### src/rtl/rv_defines.sv
// Shared RV32I definitions: load/store size encodings, result select and
// the memory-stage state type.
package rv_defines;

    localparam logic [2:0] MEM_SIZE_B = 3'b000;
    localparam logic [2:0] MEM_SIZE_H = 3'b001;
    localparam logic [2:0] MEM_SIZE_W = 3'b010;

    localparam logic [1:0] RESULT_SRC_ALU = 2'b00;
    localparam logic [1:0] RESULT_SRC_MEM = 2'b01;
    localparam logic [1:0] RESULT_SRC_PC4 = 2'b10;

    typedef enum logic {IDLE = 1'b0, BUSY = 1'b1} rv_mem_state_t;

    // Sign bit of funct3 is irrelevant to alignment; only the size matters.
    function automatic logic mem_misaligned(input logic [2:0] funct3, input logic [1:0] a);
        logic [2:0] sz;
        sz = {1'b0, funct3[1:0]};
        return ((sz == MEM_SIZE_H) && a[0]) || ((sz == MEM_SIZE_W) && (a != 2'b00));
    endfunction

endpackage

### src/rtl/rv_store_align.sv
// Store lane alignment: byte enables, replicated store data and the
// misalignment flag for one access.
module rv_store_align
    import rv_defines::*;
(
    input  logic [1:0]  addr_i,
    input  logic [2:0]  funct3_i,
    input  logic [31:0] wdata_i,
    output logic [3:0]  be_o,
    output logic [31:0] wdata_o,
    output logic        misaligned_o
);

    always_comb begin
        be_o    = 4'b1111;
        wdata_o = wdata_i;
        case ({1'b0, funct3_i[1:0]})
            MEM_SIZE_B: begin
                be_o    = 4'b0001 << addr_i;
                wdata_o = {4{wdata_i[7:0]}};
            end
            MEM_SIZE_H: begin
                be_o    = 4'b0011 << {addr_i[1], 1'b0};
                wdata_o = {2{wdata_i[15:0]}};
            end
            default: ;
        endcase
    end

    assign misaligned_o = mem_misaligned(funct3_i, addr_i);

endmodule

### src/rtl/rv_memory.sv
// Memory-access stage: pipeline register, req/ack bus FSM with timeout,
// store alignment, stall generation and access-fault reporting.
module rv_memory
    import rv_defines::*;
#(
    parameter int unsigned TIMEOUT = 255
) (
    input  logic        i_clk,
    input  logic        i_reset_n,
    input  logic        i_flush,
    input  logic [31:0] i_alu_result,
    input  logic [31:0] i_wdata,
    input  logic        i_mem_read,
    input  logic        i_mem_write,
    input  logic        i_reg_write,
    input  logic [4:0]  i_rd,
    input  logic [1:0]  i_res_src,
    input  logic [29:0] i_pc_p4,
    input  logic [2:0]  i_funct3,
    output logic        o_stall,
    output logic        o_dbus_req,
    output logic        o_dbus_we,
    output logic [29:0] o_dbus_addr,
    output logic [3:0]  o_dbus_be,
    output logic [31:0] o_dbus_wdata,
    input  logic [31:0] i_dbus_rdata,
    input  logic        i_dbus_ack,
    output logic [31:0] o_data,
    output logic [31:0] o_alu_result,
    output logic        o_reg_write,
    output logic [4:0]  o_rd,
    output logic [1:0]  o_res_src,
    output logic [29:0] o_pc_p4,
    output logic [2:0]  o_funct3,
    output logic        o_fault,
    output logic [31:0] o_fault_addr
);

    logic [31:0]   alu_q, wdata_q;
    logic          mem_read_q, mem_write_q, reg_write_q;
    logic [4:0]    rd_q;
    logic [1:0]    res_src_q;
    logic [29:0]   pc_p4_q;
    logic [2:0]    funct3_q;
    rv_mem_state_t state_q, state_d;
    logic [7:0]    cnt_q, cnt_d;

    logic        busy, timeout, mis_fault, fault, in_mem_ok, misaligned_q;
    logic [3:0]  st_be;
    logic [31:0] st_wdata;

    assign busy    = (state_q == BUSY);
    // Ack takes precedence over an expiring counter.
    assign timeout = busy && !i_dbus_ack && (cnt_q == 8'(TIMEOUT - 1));
    assign o_stall = busy && !i_dbus_ack && !timeout;

    assign in_mem_ok = !i_flush && (i_mem_read || i_mem_write)
                       && !mem_misaligned(i_funct3, i_alu_result[1:0]);

    always_ff @(posedge i_clk or negedge i_reset_n) begin
        if (!i_reset_n) begin
            alu_q       <= '0;
            wdata_q     <= '0;
            mem_read_q  <= 1'b0;
            mem_write_q <= 1'b0;
            reg_write_q <= 1'b0;
            rd_q        <= '0;
            res_src_q   <= '0;
            pc_p4_q     <= '0;
            funct3_q    <= '0;
        end else if (!o_stall) begin
            if (i_flush) begin
                alu_q       <= '0;
                wdata_q     <= '0;
                mem_read_q  <= 1'b0;
                mem_write_q <= 1'b0;
                reg_write_q <= 1'b0;
                rd_q        <= '0;
                res_src_q   <= '0;
                pc_p4_q     <= '0;
                funct3_q    <= '0;
            end else begin
                alu_q       <= i_alu_result;
                wdata_q     <= i_wdata;
                mem_read_q  <= i_mem_read;
                mem_write_q <= i_mem_write;
                reg_write_q <= i_reg_write;
                rd_q        <= i_rd;
                res_src_q   <= i_res_src;
                pc_p4_q     <= i_pc_p4;
                funct3_q    <= i_funct3;
            end
        end
    end

    always_ff @(posedge i_clk or negedge i_reset_n) begin
        if (!i_reset_n) begin
            state_q <= IDLE;
            cnt_q   <= '0;
        end else begin
            state_q <= state_d;
            cnt_q   <= cnt_d;
        end
    end

    // Whenever the register loads (idle, ack or timeout) the state follows
    // the incoming op, which gives a bubble-free handoff between accesses.
    always_comb begin
        state_d = state_q;
        cnt_d   = cnt_q;
        if (!o_stall) begin
            state_d = in_mem_ok ? BUSY : IDLE;
            cnt_d   = '0;
        end else begin
            cnt_d   = cnt_q + 8'd1;
        end
    end

    rv_store_align u_align (
        .addr_i       (alu_q[1:0]),
        .funct3_i     (funct3_q),
        .wdata_i      (wdata_q),
        .be_o         (st_be),
        .wdata_o      (st_wdata),
        .misaligned_o (misaligned_q)
    );

    assign mis_fault = !busy && (mem_read_q || mem_write_q) && misaligned_q;
    assign fault     = mis_fault || timeout;

    assign o_dbus_req   = busy;
    assign o_dbus_we    = mem_write_q;
    assign o_dbus_addr  = alu_q[31:2];
    assign o_dbus_be    = mem_write_q ? st_be : (mem_read_q ? 4'b1111 : 4'b0000);
    assign o_dbus_wdata = st_wdata;

    assign o_data       = i_dbus_rdata;
    assign o_alu_result = alu_q;
    assign o_reg_write  = reg_write_q && !(busy && !i_dbus_ack) && !fault;
    assign o_rd         = rd_q;
    assign o_res_src    = res_src_q;
    assign o_pc_p4      = pc_p4_q;
    assign o_funct3     = funct3_q;
    assign o_fault      = fault;
    assign o_fault_addr = fault ? alu_q : 32'd0;

endmodule

### config.mk
export PLATFORM = sky130hd
export DESIGN_NAME = rv_memory
export DESIGN_NICKNAME = d
export VERILOG_FILES = /design/src/rtl/rv_defines.sv /design/src/rtl/rv_store_align.sv /design/src/rtl/rv_memory.sv
export SDC_FILE = /design/constraint.sdc
export NUM_CORES = 1
export LEC_CHECK = 0
export CORE_UTILIZATION = 36
export DETAILED_ROUTE_END_ITERATION = 12
export PLACE_DENSITY = 0.78
export SLEW_MARGIN = 10
export SYNTH_ARGS = -nofsm -noshare
export SYNTH_HDL_FRONTEND = slang
export SYNTH_HIERARCHICAL = 1
export SYNTH_SLANG_ARGS = --single-unit
export TNS_END_PERCENT = 5
### constraint.sdc
create_clock -name i_clk -period 1.9 [get_ports i_clk]
set_input_delay 0.38 -clock i_clk [delete_from_list [all_inputs] [get_ports i_clk]]
set_output_delay 0.38 -clock i_clk [all_outputs]
set_load 0.02 [all_outputs]
==> flow_metrics.env, run 1 <==
export IMPL_yosysMostFrequentCell="dfrtp_1"
export IMPL_synth_seq_area_share=0.432
export IMPL_cp_arrival_ps=1940
export IMPL_worst_slack_ps=-417
export IMPL_clk_path_buf_depth=2
export IMPL_syn2layout_area_growth_pct=60.7
export IMPL_post_synth_instance_area_sq_um=6720
export IMPL_numClockSinks=116
export IMPL_hold_viol=0
export IMPL_synth_common_cells="116 x dfrtp_1, 95 x nor2b_1, 81 x mux2_2"
export IMPL_report_power_total_mw=8.40
export IMPL_yosys_warnings=6
export IMPL_ant_nets=0
export IMPL_met2_usage=0.359
export IMPL_cp_required_ps=1520
export IMPL_dieArea_sq_um=19200
export IMPL_clock_fmax_mhz=432
export IMPL_die_width_um=139
export IMPL_via_count=5152
export IMPL_pwr_density_cell_nw_per_um2=778
export IMPL_rsz0062_at_grt="yes"
export IMPL_synth_distinct_cells=36
export IMPL_wirelength_um=19200
export IMPL_stdcell_count=1071
export IMPL_cts_inserted_buffers=17
export IMPL_synth_edff_count=0
export IMPL_avgViaCountPerCell=4.81
export IMPL_layout_drive_gt1_share=0.382
export IMPL_synth_flop_cell="dfrtp_1"
export IMPL_setup_viol=150
export IMPL_async_flop_share=1.00
export IMPL_io_buffers=285
export IMPL_tightest_slew_ps=696
export IMPL_hold_class="input port to async pin"
export IMPL_layout_min_cycle_time_ps=2320
export IMPL_num_rows=49
export IMPL_placedInstanceArea_sq_um=9840
export IMPL_grt_met3_usage=0.0732
export IMPL_antenna_cells=0
export IMPL_hpwl_um=13200
export IMPL_cts_tree="built"
export IMPL_path_delay_family="buffers and inverters"
export IMPL_gr_max_usage_layer="met2"
export IMPL_core_area_sq_um=18100
export IMPL_ys_top_cells_by_area="dfrtp_1 43%, mux2_2 14%, mux2_4 9.4%, nor2b_1 8.8%, buf_4 8.7%"
export IMPL_numPlacedInstances=1023
export IMPL_startpoint_type="flip-flop"
export IMPL_synthCells=573
export IMPL_clk_latency_ps=410
export IMPL_grt_antenna_before_repair=0
export IMPL_rr_worst_depth=9
export IMPL_boundaryPins=350
export IMPL_grt_use_met1=0.226
export IMPL_h_tree_depth=4
export IMPL_drc=25
export IMPL_grt_overflow_total=0
export IMPL_filler_cell_count=1512
export IMPL_multi_input_area_sq_um=3410
export IMPL_maxCapViolations=0
export IMPL_worst_path_max_fanout=4
export IMPL_synth_top_cell_area_share=0.432
export IMPL_die_height_um=139
export IMPL_ys_seq_elements=116
export IMPL_violations="design-rule violations, negative setup slack"
export IMPL_final_nets=975
export IMPL_path_depth=7
export IMPL_gr_usage_all_layers=0.203
export IMPL_cp_slowest_cell="dfrtp_1"
export IMPL_static_leakage_power_nw=5.06
export IMPL_syn_num_nets=718
export IMPL_slew_viol_final=0
export IMPL_clkSlewWorstSetupHoldPaths_ps=50
export IMPL_fin_area_sq_um=10800
export IMPL_max_stage_delay_ps=370
export IMPL_avgRoutedWirePerCell_um=17.9
export IMPL_slew_headroom=0.536
export IMPL_fin_skew_ps=10.4
export IMPL_setup_tns_ps=-28330
export IMPL_initial_utilization=0.370
export IMPL_grt_max_degree=59
export IMPL_post_route_util=0.595
export IMPL_path_cells="inv_1 -> ha_2 -> and3_4 -> nand3_4 -> bufbuf_16 -> a21boi_4 -> buf_4"
export IMPL_criticalPathCategory="flip-flop to output pin"
export IMPL_gp_congestion=0.767
export IMPL_drt_iter0_markers=189
export IMPL_grt_pass1_vias=5447
export IMPL_end_kind="output pin"
export IMPL_grt_pass1_wl_um=30100
export IMPL_drt_first_pass_iters=9
export IMPL_synth_avg_cell_area_sq_um=11.7
export IMPL_status="complete, but fails checks"
export IMPL_fin_crit_sh=1.22
export IMPL_root_buffer="clkbuf_16"
export IMPL_path_buf_inv=3
export IMPL_vdd_drop_max_mv=0.625
export IMPL_seqCellArea_sq_um=2910
export IMPL_synth_top_cell_by_area="dfrtp_1"
==> stage by stage <==
step	hold slack [ps]	setup WS (ps)
final	397	-417
after CTS	385	-447
after detailed placement	292	-736
after global placement	290	-620
after global routing	412	-505
after floorplan	84.4	-105
==> where the power goes <==
part | switching, mW | leakage (nW) | internal (mW) | total, mW
combinational | 1.01 | 3.28 | 1.25 | 2.26
sequential | 0.187 | 1.50 | 2.68 | 2.87
clock | 1.12 | 0.288 | 2.15 | 3.27
==> worst reg2reg max path: cells and delay by family (launching register included) <==
family / cells / cell delay, ps
compound gates: 1 / 110
fa+ha+maj: 1 / 170
buf+inv: 5 / 710
flops: 1 / 370
mux: 1 / 410
simple gates: 1 / 200
==> routing by layer <==
layer	part of all wire	wire, um	vias up
li1	-	-	2374
met1	0.38	7270	2544
met2	0.52	10000	208
met3	0.079	1520	26
met4	0.019	365	0
met5	0	0	-
==> placed cells by master, fill, tap and decap left out, types with 5 or more instances in the layout <==
master	instances
nor2_1	8
buf_2	13
clkbuf_16	17
buf_4	39
clkdlybuf4s50_1	195
a21boi_4	29
mux2_4	47
mux2_2	76
buf_12	18
dlymetal6s2s_1	15
nand2_1	20
inv_1	5
dlygate4sd2_1	12
buf_6	45
o21ai_2	6
dfrtp_1	114
mux2i_1	8
and2b_1	14
nor2b_1	95
==> sequential cells by signal, summed over array words and instances, names as in the netlist <==
signal	cells
wdata_q	32
o_alu_result	32
o_funct3	3
o_rd	5
o_dbus_we	1
o_pc_p4	30
cnt_q	8
reg_write_q	1
mem_read_q	1
o_dbus_req	1
o_res_src	2
==> worst paths after layout <==
kind	slack [ps]	endpoint	from
worst max register to register	-190	o_pc_p4[1]	cnt_q[0]
max in group asynchronous	940	o_alu_result[31]	i_reset_n
worst min-delay path	400	o_rd[2]	i_reset_n
worst max-delay path	-420	o_fault_addr[28]	cnt_q[0]
worst min register to register	500	o_pc_p4[0]	o_pc_p4[0]
min in group i_clk	500	o_pc_p4[0]	o_pc_p4[0]
==> cell type report <==
type                       instances  area share
sequential                       116       0.269
multi-input combinational        347       0.316
clock inverter                     9      0.0118
clock buffer                      22      0.0439
timing repair buffer             343       0.331
tap                              229      0.0265
inverter                           5     0.00174
==> what timing repair did <==
action                                  CTS  global route
gates resized for setup                 357            43
buffers inserted                         12             1
endpoints found under the setup margin  173           177
gates cloned                              4             0
pin swaps                                31             9
hold buffers                              1             0
hold endpoints to repair                 16             0
==> cells by family (layout without fill, tap and decap cells) <==
| group | count (synthesis) | after routing | share of synthesized area |
|---|---|---|---|
| flops | 116 | 116 | 0.432 |
| buf+inv | 110 | 379 | 0.122 |
| xor+xnor | 4 | 4 | 0.00521 |
| simple gates | 154 | 154 | 0.135 |
| mux | 131 | 131 | 0.241 |
| fa+ha+maj | 2 | 2 | 0.00372 |
| compound gates | 56 | 56 | 0.0605 |
Note: power is estimated with default switching activity, not from simulation.
==> inputs of run 2 (changes only) <==
CAP_MARGIN = 10   (was default)
HOLD_SLACK_MARGIN = 0.05   (was default)
==> results of run 2 <==
The final DEF is identical to that of run 1; final timing and power are the same.
